File: config.mk
export PLATFORM = sky130hd
export DESIGN_NAME = ccl_frame_sequencer
export DESIGN_NICKNAME = d
export VERILOG_FILES = /design/src/rtl/ccl_frame_sequencer.sv
export SDC_FILE = /design/constraint.sdc
export NUM_CORES = 1
export LEC_CHECK = 0
export ABC_AREA = 1
export ABC_CLOCK_PERIOD_IN_PS = 3600
export CAP_MARGIN = 20
export CORE_MARGIN = 2
export CORE_UTILIZATION = 30
export DETAILED_ROUTE_END_ITERATION = 10
export GPL_TIMING_DRIVEN = 1
export MAX_ROUTING_LAYER = met4
export PLACE_DENSITY_LB_ADDON = 0.2
export SLEW_MARGIN = 10
export SYNTH_ARGS = -nofsm -noshare
export SYNTH_HDL_FRONTEND = slang
export SYNTH_SLANG_ARGS = --single-unit
File: constraint.sdc
create_clock -name clk -period 3.6 [get_ports clk]
set_input_delay 0.36 -clock clk [delete_from_list [all_inputs] [get_ports clk]]
set_output_delay 0.36 -clock clk [all_outputs]
set_load 0.05 [all_outputs]
File: src/rtl/ccl_frame_sequencer.sv
// ccl_frame_sequencer: frame-level controller for the connected-components
// labeling datapath. Runs one frame as clear -> raster scan -> merge-stack
// drain -> (optional) merge-table flatten, then pulses done.
//
// Build option: define CCL_FLATTEN_EN to compile in the flatten pass
// (FLAT_RD/FLAT_WR). Without it the drain goes straight to DONE and the merge
// table is left with chained entries.
//
// The label word width comes from the WORD_SIZE macro (defaults to 16).

`ifndef WORD_SIZE
`define WORD_SIZE 16
`endif

module ccl_frame_sequencer #(
  parameter int FRAME_W = 640,
  parameter int FRAME_H = 480,
  parameter int XW      = 10,
  parameter int YW      = 9
) (
  input  logic                      clk,
  input  logic                      reset_n,
  input  logic                      start,
  input  logic                      pixel_valid,
  output logic                      pixel_ready,
  output logic                      label_en,
  output logic                      clr,
  output logic [XW-1:0]             x,
  output logic [YW-1:0]             y,
  input  logic [`WORD_SIZE-1:0]     num_labels,
  input  logic                      stack_empty,
  input  logic [2*`WORD_SIZE-1:0]   stack_top,
  output logic                      stack_pop,
  output logic [`WORD_SIZE-1:0]     tbl_raddr,
  input  logic [`WORD_SIZE-1:0]     tbl_rdata,
  output logic                      tbl_we,
  output logic [`WORD_SIZE-1:0]     tbl_waddr,
  output logic [`WORD_SIZE-1:0]     tbl_wdata,
  output logic                      busy,
  output logic                      done
);

  localparam int WS = `WORD_SIZE;

  localparam logic [2:0] S_IDLE    = 3'd0;
  localparam logic [2:0] S_INIT    = 3'd1;
  localparam logic [2:0] S_SCAN    = 3'd2;
  localparam logic [2:0] S_DRAIN   = 3'd3;
`ifdef CCL_FLATTEN_EN
  localparam logic [2:0] S_FLAT_RD = 3'd4;
  localparam logic [2:0] S_FLAT_WR = 3'd5;
`endif
  localparam logic [2:0] S_DONE    = 3'd6;

  // Last column / last row of the frame, sized to the counters.
  localparam logic [XW-1:0] X_LAST = XW'(FRAME_W - 1);
  localparam logic [YW-1:0] Y_LAST = YW'(FRAME_H - 1);

  logic [2:0]    state_q, state_d;
  logic [XW-1:0] x_q, x_d;
  logic [YW-1:0] y_q, y_d;

`ifdef CCL_FLATTEN_EN
  // i walks labels 1..num_labels-1; r holds the parent read in FLAT_RD.
  logic [WS-1:0] i_q, i_d;
  logic [WS-1:0] r_q, r_d;
`else
  // Label count only matters to the flatten pass.
  logic unused_num_labels;
  assign unused_num_labels = ^num_labels;
`endif

  // Next-state and output decode from the current state and live inputs.
  always_comb begin
    // NOTE: every output and next-state value gets a default first so no
    // path through the case statement can infer a latch.
    state_d     = state_q;
    x_d         = x_q;
    y_d         = y_q;
    pixel_ready = 1'b0;
    label_en    = 1'b0;
    clr         = 1'b0;
    stack_pop   = 1'b0;
    tbl_raddr   = '0;
    tbl_we      = 1'b0;
    tbl_waddr   = '0;
    tbl_wdata   = '0;
    done        = 1'b0;
`ifdef CCL_FLATTEN_EN
    i_d         = i_q;
    r_d         = r_q;
`endif
    case (state_q)
      S_IDLE: begin
        if (start) state_d = S_INIT;
      end
      S_INIT: begin
        clr     = 1'b1;
        x_d     = '0;
        y_d     = '0;
        state_d = S_SCAN;
      end
      S_SCAN: begin
        pixel_ready = 1'b1;
        label_en    = pixel_valid;
        if (pixel_valid) begin
          if (x_q == X_LAST) begin
            x_d = '0;
            if (y_q == Y_LAST) begin
              y_d     = '0;
              state_d = S_DRAIN;
            end else begin
              y_d = y_q + 1'b1;
            end
          end else begin
            x_d = x_q + 1'b1;
          end
        end
      end
      S_DRAIN: begin
        if (stack_empty) begin
`ifdef CCL_FLATTEN_EN
          i_d     = WS'(1);
          state_d = S_FLAT_RD;
`else
          state_d = S_DONE;
`endif
        end else begin
          // Retire one {max,min} pair: table[max] <= table[min].
          stack_pop = 1'b1;
          tbl_raddr = stack_top[WS-1:0];
          tbl_we    = 1'b1;
          tbl_waddr = stack_top[2*WS-1:WS];
          tbl_wdata = tbl_rdata;
        end
      end
`ifdef CCL_FLATTEN_EN
      S_FLAT_RD: begin
        if (i_q >= num_labels) begin
          state_d = S_DONE;
        end else begin
          tbl_raddr = i_q;
          r_d       = tbl_rdata;
          state_d   = S_FLAT_WR;
        end
      end
      S_FLAT_WR: begin
        // Parent r < i was already flattened, so table[r] is a root.
        tbl_raddr = r_q;
        tbl_we    = 1'b1;
        tbl_waddr = i_q;
        tbl_wdata = tbl_rdata;
        i_d       = i_q + 1'b1;
        state_d   = S_FLAT_RD;
      end
`endif
      S_DONE: begin
        done    = 1'b1;
        state_d = S_IDLE;
      end
      default: state_d = S_IDLE;
    endcase
  end

  // State and counter registers; reset discards any partial frame.
  always_ff @(posedge clk or negedge reset_n) begin
    if (!reset_n) begin
      state_q <= S_IDLE;
      x_q     <= '0;
      y_q     <= '0;
`ifdef CCL_FLATTEN_EN
      i_q     <= '0;
      r_q     <= '0;
`endif
    end else begin
      // NOTE: non-blocking assignments so every register samples the
      // pre-edge values, independent of statement order.
      state_q <= state_d;
      x_q     <= x_d;
      y_q     <= y_d;
`ifdef CCL_FLATTEN_EN
      i_q     <= i_d;
      r_q     <= r_d;
`endif
    end
  end

  assign x    = x_q;
  assign y    = y_q;
  assign busy = (state_q != S_IDLE);

endmodule

==> results of run 1 <==
-- cell usage after synthesis --
library cell	count
sky130_fd_sc_hd__buf_1	1
sky130_fd_sc_hd__clkbuf_1	7
sky130_fd_sc_hd__inv_2	2
sky130_fd_sc_hd__nor2_4	3
sky130_fd_sc_hd__nor3_1	2
sky130_fd_sc_hd__dfrtp_1	22
sky130_fd_sc_hd__nor2_1	70
sky130_fd_sc_hd__buf_4	1
sky130_fd_sc_hd__inv_1	27
sky130_fd_sc_hd__nor2_2	2
sky130_fd_sc_hd__nand2_2	2
sky130_fd_sc_hd__nand3_1	18
sky130_fd_sc_hd__xor2_1	3
sky130_fd_sc_hd__nand4_1	6
sky130_fd_sc_hd__o21ai_2	2
sky130_fd_sc_hd__nand2_4	2
sky130_fd_sc_hd__a21oi_1	4
sky130_fd_sc_hd__nand2_1	117
sky130_fd_sc_hd__nand3b_1	1
sky130_fd_sc_hd__buf_2	3
sky130_fd_sc_hd__ha_1	2
sky130_fd_sc_hd__nand3_2	2
sky130_fd_sc_hd__o21ai_1	1
sky130_fd_sc_hd__o21ai_0	4
sky130_fd_sc_hd__buf_6	3
-- state kept, by name (all words and copies together) (netlist names) --
signal   cells
y            9
state_q      3
x           10
-- cells by family (layout without fill, tap and decap cells) --
family | after synthesis | after routing | share of synthesized area, %
xor gates and xnor gates | 3 | 3 | 1.45
AOI/OAI and AO/OA | 11 | 11 | 3.46
adders and majority gates | 2 | 2 | 1.38
buffers and inverters | 44 | 163 | 10.8
and+or+nand+nor | 225 | 225 | 52.5
DFF | 22 | 22 | 30.4
-- cell type report --
cell class              instances  share of cell area [%]
inverters                      29                    3.40
flip-flops and latches         22                    17.2
multi-input cells             241                    33.2
well taps                      75                    2.93
clock inverters                 1                   0.939
repair buffers                130                    41.0
clock buffers                   3                    1.29
-- path summary, 6_finish.rpt --
check | start | endpoint | slack (ps) | cells after the start
worst min-delay path | reset_n | x[1] | 350 | 1
min in group clk | y[8] | y[8] | 560 | 2
max in group asynchronous | reset_n | y[1] | 2840 | 2
worst max-delay path | state_q[2] | tbl_wdata[11] | 980 | 5
worst min register to register | y[8] | y[8] | 560 | 2
worst max register to register | x[1] | y[0] | 1940 | 9
-- worst max-delay path, cell delays in order, from the launching register on --
cell                              delay [ps]
sky130_fd_sc_hd__dfrtp_1                 420
sky130_fd_sc_hd__nor2_2                  190
sky130_fd_sc_hd__nand2_1                  90
sky130_fd_sc_hd__buf_4                   290
sky130_fd_sc_hd__nor2_1                  150
sky130_fd_sc_hd__clkdlybuf4s50_1         840
-- where the power goes --
group | switching [mW] | internal [mW] | total [mW]
combinational | 0.722 | 0.329 | 1.05
clock | 0.0849 | 0.149 | 0.234
sequential | 0.0664 | 0.296 | 0.362
total | 0.873 | 0.773 | 1.65
-- layer usage --
metal	routed length (um)	track usage [%]	share of wire (%)	vias up
met5	0	-	0	-
met1	2550	21.5	43	950
met3	218	3.19	3.6	8
li1	-	-	-	1170
met2	3090	29.8	52	65
met4	119	4.33	2.0	0
==> metrics, run 1 <==
final count of negative-setup-slack endpoints=0; routability cong.=0.855; worst clock skew on the final layout=9.66 ps; number of nets at the end of the flow=498; cell taking the most area after synthesis=sky130_fd_sc_hd__dfrtp_1; latest clock arrival within the worst-skew pair=270 ps; routed wire length=5980 um; sequential standard cell area=551 sq um; number of core rows=28; length of the first detailed-routing pass in iterations=4; routed wire length per instance=11.9 um; utilization of the core after routing=54.3%; number of vias after detailed routing=2,193; Final Power=1.65 mW; All-Layer GR Usage=17.5%; number of pins exceeding their max-slew limit in the final report=0; vias in the first global route=1,962; required time of the worst setup path=3240 ps; post-synthesis cell count=307; cells resized by post-CTS repair=0; Syn-to-layout area delta=76.9%; post-synth design cell area=1810 sq um; maximum buffer depth of the clock tree=2; Synthesized Nets=378; crit path time final=2620 ps; Worst-Margin Slew=556 ps; worst-case vdd ir drop=0.000384 V; most common cell after layout, fill and taps aside=sky130_fd_sc_hd__clkdlybuf4s50_1; pin count of the biggest net entering global routing=49; Avg Cell Area, Syn=5.89 sq um; total negative slack=0 ps; CTS root buffer=sky130_fd_sc_hd__clkbuf_8; outcome=finished, final reports clean; clock buffers created by TritonCTS=3; Die W=81.6 um; number of antenna violations at the first check in global routing=0; Clock Sink Count=22; share of final-layout standard cells stronger than drive strength 1=5.40%; part of the Yosys area used for sequential elements=30.4%; first-pass GRT wire length=9020 um; crit path DAT=2260 ps; post-placement worst setup slack=1090 ps; share of the cycle needed by the critical path after routing=72.8%; worst-path fanout max=48; area of the core=5890 sq um; HPWL after detailed placement=4570 um; class of the most critical setup path=reg -> out; final setup margin=979 ps; achievable clock frequency=382 MHz; Min-Delay Path Class=in -> async; IO Pins=143; H-Tree Depth=1; headroom to the max-slew limit=62.8%; initial standard-cell utilization of the core=30.7%; quantity of I/O buffers inserted on ports=126; clock tree from TritonCTS=done; endpoint type of the worst setup path=primary output; reported leakage power=1.44 nW; post-CTS setup-driven buffer insertion count=0; die span in y=81.6 um; area post-placement=3100 sq um; count of routing violations after the opening detailed-route iteration=64; multi-input gate area in the final layout=1060 sq um; average vias per placed instance=4.38; final hold violation count=0; CP startpoint kind=flop; worst hold slack=351 ps; fill cell total of the finished layout=581; Placed Cells=496; Synth warnings=0; filler-free cell count of the finished design=501; unrepaired setup endpoints after global routing=no; Synth area leaders=sky130_fd_sc_hd__dfrtp_1 30%, sky130_fd_sc_hd__nand2_1 24%, sky130_fd_sc_hd__nor2_1 15%; post-synthesis register bit count=22; Yosys top cell area share=30.4%; maximum capacitance violations=0; antenna-violating nets left=0; die area=6660 sq um; Overflow after GRT=0; hold buffer count at CTS=0; clock-pin transition on the worst setup and hold timing paths=90 ps; power density cells=515 nW/um^2; antenna diode instance count=0; post-synth cell types=25; DRC violations left=0; highest-count cells in the layout ignoring fill and taps=126 x sky130_fd_sc_hd__clkdlybuf4s50_1, 117 x sky130_fd_sc_hd__nand2_1, 70 x sky130_fd_sc_hd__nor2_1, 27 x sky130_fd_sc_hd__inv_1, 22 x sky130_fd_sc_hd__dfrtp_1; post-route cell area=3200 sq um
(Power assumes the default switching activity.)
==> run 2, diff against run 1 <==
Settings changed: ABC_CLOCK_PERIOD_IN_PS 3600 to 2700.
Clock period 3.6 ns to 2.7 ns, I/O delays scaled along.
==> metrics, run 2 (synthesis results as in run 1) <==
number of antenna violations at the first check in global routing=0 (unchanged); CTS root buffer=sky130_fd_sc_hd__clkbuf_8; sequential standard cell area=551 sq um (unchanged); reported leakage power=1.68 nW (+16%); CP startpoint kind=flop; class of the most critical setup path=reg -> out; crit path time final=2290 ps; initial standard-cell utilization of the core=30.7% (unchanged); antenna diode instance count=0 (unchanged); number of core rows=28 (unchanged); final hold violation count=0 (unchanged); highest-count cells in the layout ignoring fill and taps=117 x sky130_fd_sc_hd__nand2_1, 76 x sky130_fd_sc_hd__clkdlybuf4s50_1, 70 x sky130_fd_sc_hd__nor2_1, 50 x sky130_fd_sc_hd__buf_12, 27 x sky130_fd_sc_hd__inv_1; most heavily used metal layer in global routing=met2; first-pass GRT wire length=9850 um (+9.2%); share of the cycle needed by the critical path after routing=85.0%; critical path buffer and inverter count=2 (unchanged); cell type of the slowest stage on the worst timing path=sky130_fd_sc_hd__clkdlybuf4s50_1; HPWL after detailed placement=5250 um (+15%); fraction of met2 tracks used by global routing=35.6% (+5.7 points); ordered list of cells on the worst path=inv_1 -> nand2_1 -> nor2_4 -> clkdlybuf4s50_1; antenna-violating nets left=0 (unchanged); H-Tree Depth=1 (unchanged); multi-input gate area in the final layout=1060 sq um (unchanged); length of the first detailed-routing pass in iterations=4 (unchanged); Syn-to-layout area delta=103%; Clock Sink Count=22 (unchanged); Worst-Margin Slew=531 ps (-25.1 ps); required time of the worst setup path=2430 ps (-810 ps); worst-case vdd ir drop=0.000473 V (+23%); most common cell after layout, fill and taps aside=sky130_fd_sc_hd__nand2_1; post-placement worst setup slack=645 ps (-442 ps); routed wire length per instance=13.2 um (+11%); pin count of the biggest net entering global routing=49 (unchanged); clock tree from TritonCTS=done; Overflow after GRT=0 (unchanged); endpoint type of the worst setup path=primary output; crit-path leading delay family=buffers and inverters; worst-path fanout max=9 (-81%); max FFs per register=10 (unchanged); fill cell total of the finished layout=502 (-14%); quantity of I/O buffers inserted on ports=126 (unchanged); outcome=finished, final reports clean; share of final-layout standard cells stronger than drive strength 1=17.1% (+12 points); crit path DAT=2020 ps (-240 ps); number of vias after detailed routing=2,314 (+5.5%); unrepaired setup endpoints after global routing=no; headroom to the max-slew limit=64.5% (+1.7 points); clock buffers created by TritonCTS=3 (unchanged); maximum buffer depth of the clock tree=2 (unchanged); All-Layer GR Usage=19.7% (+2.2 points); worst clock skew on the final layout=3.82 ps (-5.84 ps); worst hold slack=355 ps (+4.41 ps); latest clock arrival within the worst-skew pair=270 ps (about the same); filler-free cell count of the finished design=501 (unchanged); die area=6660 sq um (unchanged); routability cong.=0.853 (-0.20%); area post-placement=3610 sq um (+16%); Min-Delay Path Class=in -> async; clock-pin transition on the worst setup and hold timing paths=80 ps (about the same); final count of negative-setup-slack endpoints=0 (unchanged); IO Pins=143 (unchanged); Placed Cells=497 (+0.20%); power density cells=640 nW/um^2 (+24%); average vias per placed instance=4.62 (+5.5%); DRC violations left=0 (unchanged); Die W=81.6 um (unchanged); total negative slack=0 ps (unchanged); cells resized by post-CTS repair=0 (unchanged); post-route cell area=3680 sq um (+15%); utilization of the core after routing=62.5% (+8.2 points); post-CTS setup-driven buffer insertion count=0 (unchanged); count of routing violations after the opening detailed-route iteration=102 (+59%); maximum capacitance violations=0 (unchanged); number of pins exceeding their max-slew limit in the final report=0 (unchanged); final setup margin=406 ps (-573 ps); vias in the first global route=2,034 (+3.7%); GR Util met1=23.1% (+1.6 points); delay contributed by the slowest stage of the critical path=860 ps (+20 ps); number of nets at the end of the flow=498 (unchanged); area of the core=5890 sq um (unchanged); Final Power=2.35 mW (+43%); hold buffer count at CTS=0 (unchanged); achievable clock frequency=436 MHz; die span in y=81.6 um (unchanged); met3 usage=3.30% (+0.11 points); routed wire length=6610 um (+11%)
==> run 2: changes by cell type in the layout (fill, tap and decap cells not counted) <==
cell	change
sky130_fd_sc_hd__buf_12	+50
sky130_fd_sc_hd__buf_4	+1
sky130_fd_sc_hd__clkdlybuf4s50_1	-50
sky130_fd_sc_hd__buf_16	-1
==> run 2: path summary, 6_finish.rpt <==
path,startpoint,end,slack [ps],depth (start not counted)
max reg2reg,state_q[2],y[1],1070,7
min reg2reg,y[8],y[8],560,2
min,reset_n,x[2],360,2
max,state_q[2],pixel_ready,410,4
min in group clk,y[8],y[8],560,2
max in group asynchronous,reset_n,state_q[0],2110,2
==> run 2: layout make-up <==
type                            count  share of cell area (%)
Timing Repair Buffer              130                    48.7
Multi-Input combinational cell    241                    28.9
Sequential cell                    22                    15.0
Inverter                           29                    2.96
Tap cell                           75                    2.55
Clock buffer                        3                    1.12
Clock inverter                      1                   0.816
==> run 2: power by group <==
part           total, mW  switching (mW)  internal (mW)
logic               1.56            1.01          0.552
clock network      0.312           0.114          0.198
registers          0.482          0.0878          0.394
==> run 2: worst register-to-register path: cells and delay by family, from the launching register on <==
kind,cells,cell delay [ps]
flip-flops,1,420
AND/OR/NAND/NOR,7,1140
==> run 2: metal layers <==
layer	wire length, um	vias up
met4	44	0
met1	2630	1084
met3	200	5
met2	3730	52
li1	-	1173
met5	0	-
==> variant (config.mk and constraints of run 1) <==
Reset style: synchronous (`reset_n`), changed in one clocked block.
--- a/src/rtl/ccl_frame_sequencer.sv
+++ b/src/rtl/ccl_frame_sequencer.sv
@@ -163,7 +163,7 @@
   end
 
   // State and counter registers; reset discards any partial frame.
-  always_ff @(posedge clk or negedge reset_n) begin
+  always_ff @(posedge clk) begin
     if (!reset_n) begin
       state_q <= S_IDLE;
       x_q     <= '0;
Check against the original RTL: differs if reset_n is asserted again (counterexample within 4 cycles, from zero or initial values and one cycle with reset_n low); with reset_n held inactive, the same outputs for 10 cycles.
==> variant against run 1 <==
- setup slack lost 0.45 ns
- critical path depth rose by 1
- power is 26% lower
- design area shrank 4.7%
- synthesized area is 7.6% lower
- sequential cell count stayed put
- critical path type unchanged
- clock power hardly changed
- routed wire length down 10%
==> variant: results (changes against run 1) <==
| Metric | Value |
|---|---|
| Synth area leaders | `dfxtp_1 26%, nand2_1 21%, nor2_1 19% (was dfrtp_1 30%, nand2_1 24%, nor2_1 15%)` |
| Initial antenna violation count | `0 (unchanged)` |
| Reg clk slew, reported paths | `0.09 ns (about the same)` |
| Setup Buffers After CTS | `0 (unchanged)` |
| Clock buffer depth | `2 (unchanged)` |
| Root Buffer | `clkbuf_8 (unchanged)` |
| Routed length per instance | `10.9 um (was 11.9 um)` |
| Critical path fanouts, max | `34 (was 48)` |
| Post-synth top cells | `92 x nand2_1, 85 x nor2_1, 29 x inv_1 (was 117 x nand2_1, 70 x nor2_1, 27 x inv_1)` |
| Fill count | `548 (was 581)` |
| Largest net degree at the start of global routing | `39 (was 49)` |
| Register area share after synthesis | `26.4% (was 30.4%)` |
| Static Leak | `1.20 nW (was 1.44 nW)` |
| Outcome | `completed (unchanged)` |
| CTS Buf Count | `3 (unchanged)` |
| Worst r2r dst | `y[6] (was y[0])` |
| Vias | `2,184 (was 2,193)` |
| Critical path arrival | `2.71 ns (was 2.26 ns)` |
| First-pass GRT wire length | `8760 um (was 9020 um)` |
| Total GRT Usage | `17.5% (about the same)` |
| Crit path capture | `tbl_wdata[13] (was tbl_wdata[11])` |
| Max reg flops | `10 (unchanged)` |
| HP Class | `register to register (was input port to async pin)` |
| VDD IR-drop max | `0.323 mV (was 0.384 mV)` |
| Fraction of registers with async set/reset | `0% (was 100%)` |
| Drt first pass iters | `4 (unchanged)` |
| Drt first-iter violations | `57 (was 64)` |
| R2R cell count | `8 (was 9)` |
| Routability congestion estimate | `0.810 (was 0.855)` |
| Post-DP HPWL | `4230 um (was 4570 um)` |
| Clk_lat worst skew | `0.27 ns (about the same)` |
| Port Buffers | `126 (unchanged)` |
| Worst Setup SP | `state_q[0] (was state_q[2])` |
| H-tree Lvls | `1 (unchanged)` |
| Drt total wl | `5360 um (was 5980 um)` |
| Cell variety after synth | `23 (was 25)` |
| Syn avg cell area | `5.57 um2 (was 5.89 um2)` |
| Gates resized, CTS repair | `0 (unchanged)` |
| Share of cells above drive strength 1 | `5.02% (was 5.40%)` |
| # diodes | `0 (unchanged)` |
| # nets final | `490 (was 498)` |
| Reg2Reg Setup Slack | `1.75 ns (was 1.94 ns)` |
| Vias in the first global route | `2,016 (was 1,962)` |
| Relative slew slack | `34.8% (was 62.8%)` |
| Setup Skew | `0.00805 ns (was 0.00966 ns)` |
| R2R Path Start | `y[0] (was x[1])` |
| Syn Nets | `371 (was 378)` |
| Synth Warn # | `0 (unchanged)` |
| Hold Path Depth | `2` |
## variant: changes by cell type after synthesis, moves of 6 or more
cell            run 1  this run
a21oi_1             4        10
dfrtp_1            22         0
dfxtp_1             0        22
nand2_1           117        92
nand3_1            18        11
nor2_1             70        85
## variant: how the worst min path moves through the flow
stage / startpoint / endpoint / slack (ns)
finish: x[5] / x[5] / 0.50
global route: x[0] / x[0] / 0.55
CTS: x[5] / x[5] / 0.50
detailed placement: x[5] / x[5] / 0.49
global placement: x[5] / x[5] / 0.48
floorplan: state_q[1] / state_q[1] / 0.55
## variant: final cells by class
type | instances | share of cell area [%]
repair buffers | 128 | 42.3
multi-input cells | 232 | 34.0
flip-flops and latches | 22 | 14.4
inverters | 32 | 3.94
well taps | 72 | 2.96
clock buffers | 3 | 1.35
clock inverters | 1 | 0.985
## variant: kinds of logic after synthesis
| logic type | Yosys count | share of synthesized area (%) |
|---|---|---|
| flops | 22 | 26.4 |
| xor+xnor | 3 | 1.57 |
| simple gates | 204 | 50.6 |
| compound gates | 23 | 8.46 |
| fa+ha+maj | 2 | 1.50 |
| buf+inv | 46 | 11.5 |
## variant: metrics by stage
stage               util, %  setup WS (ns)  total power, mW  instance area [um2]
global placement       54.7          0.816            0.995                 2980
floorplan                 -           1.51            0.799                 1670
finish                 56.0          0.529             1.22                 3050
global route           56.0          0.242             1.32                 3050
detailed placement     54.7          0.805            0.999                 2980
CTS                    56.0          0.513             1.23                 3050
## variant: worst max-delay path, stage by stage (launching register included)
cell and delay [ns]:
dfxtp_1 0.45, nand2_1 0.08, nor2_1 0.17, inv_1 0.44
buf_4 0.37, nor2_1 0.11, clkdlybuf4s50_1 0.82
## variant: power by group
part	internal (mW)	switching, mW	leakage [nW]
logic	0.227	0.460	0.986
registers	0.267	0.0352	0.178
clock network	0.149	0.0851	0.0357
total	0.643	0.581	1.20
## variant: metal layers
metal  up-vias  GRT usage (%)  wire length [um]
li1       1147              -                 -
met1       967           21.7              2390
met2        68           30.5              2680
met3         2           3.68               261
met4         0           1.23                29
met5         -              -                 0
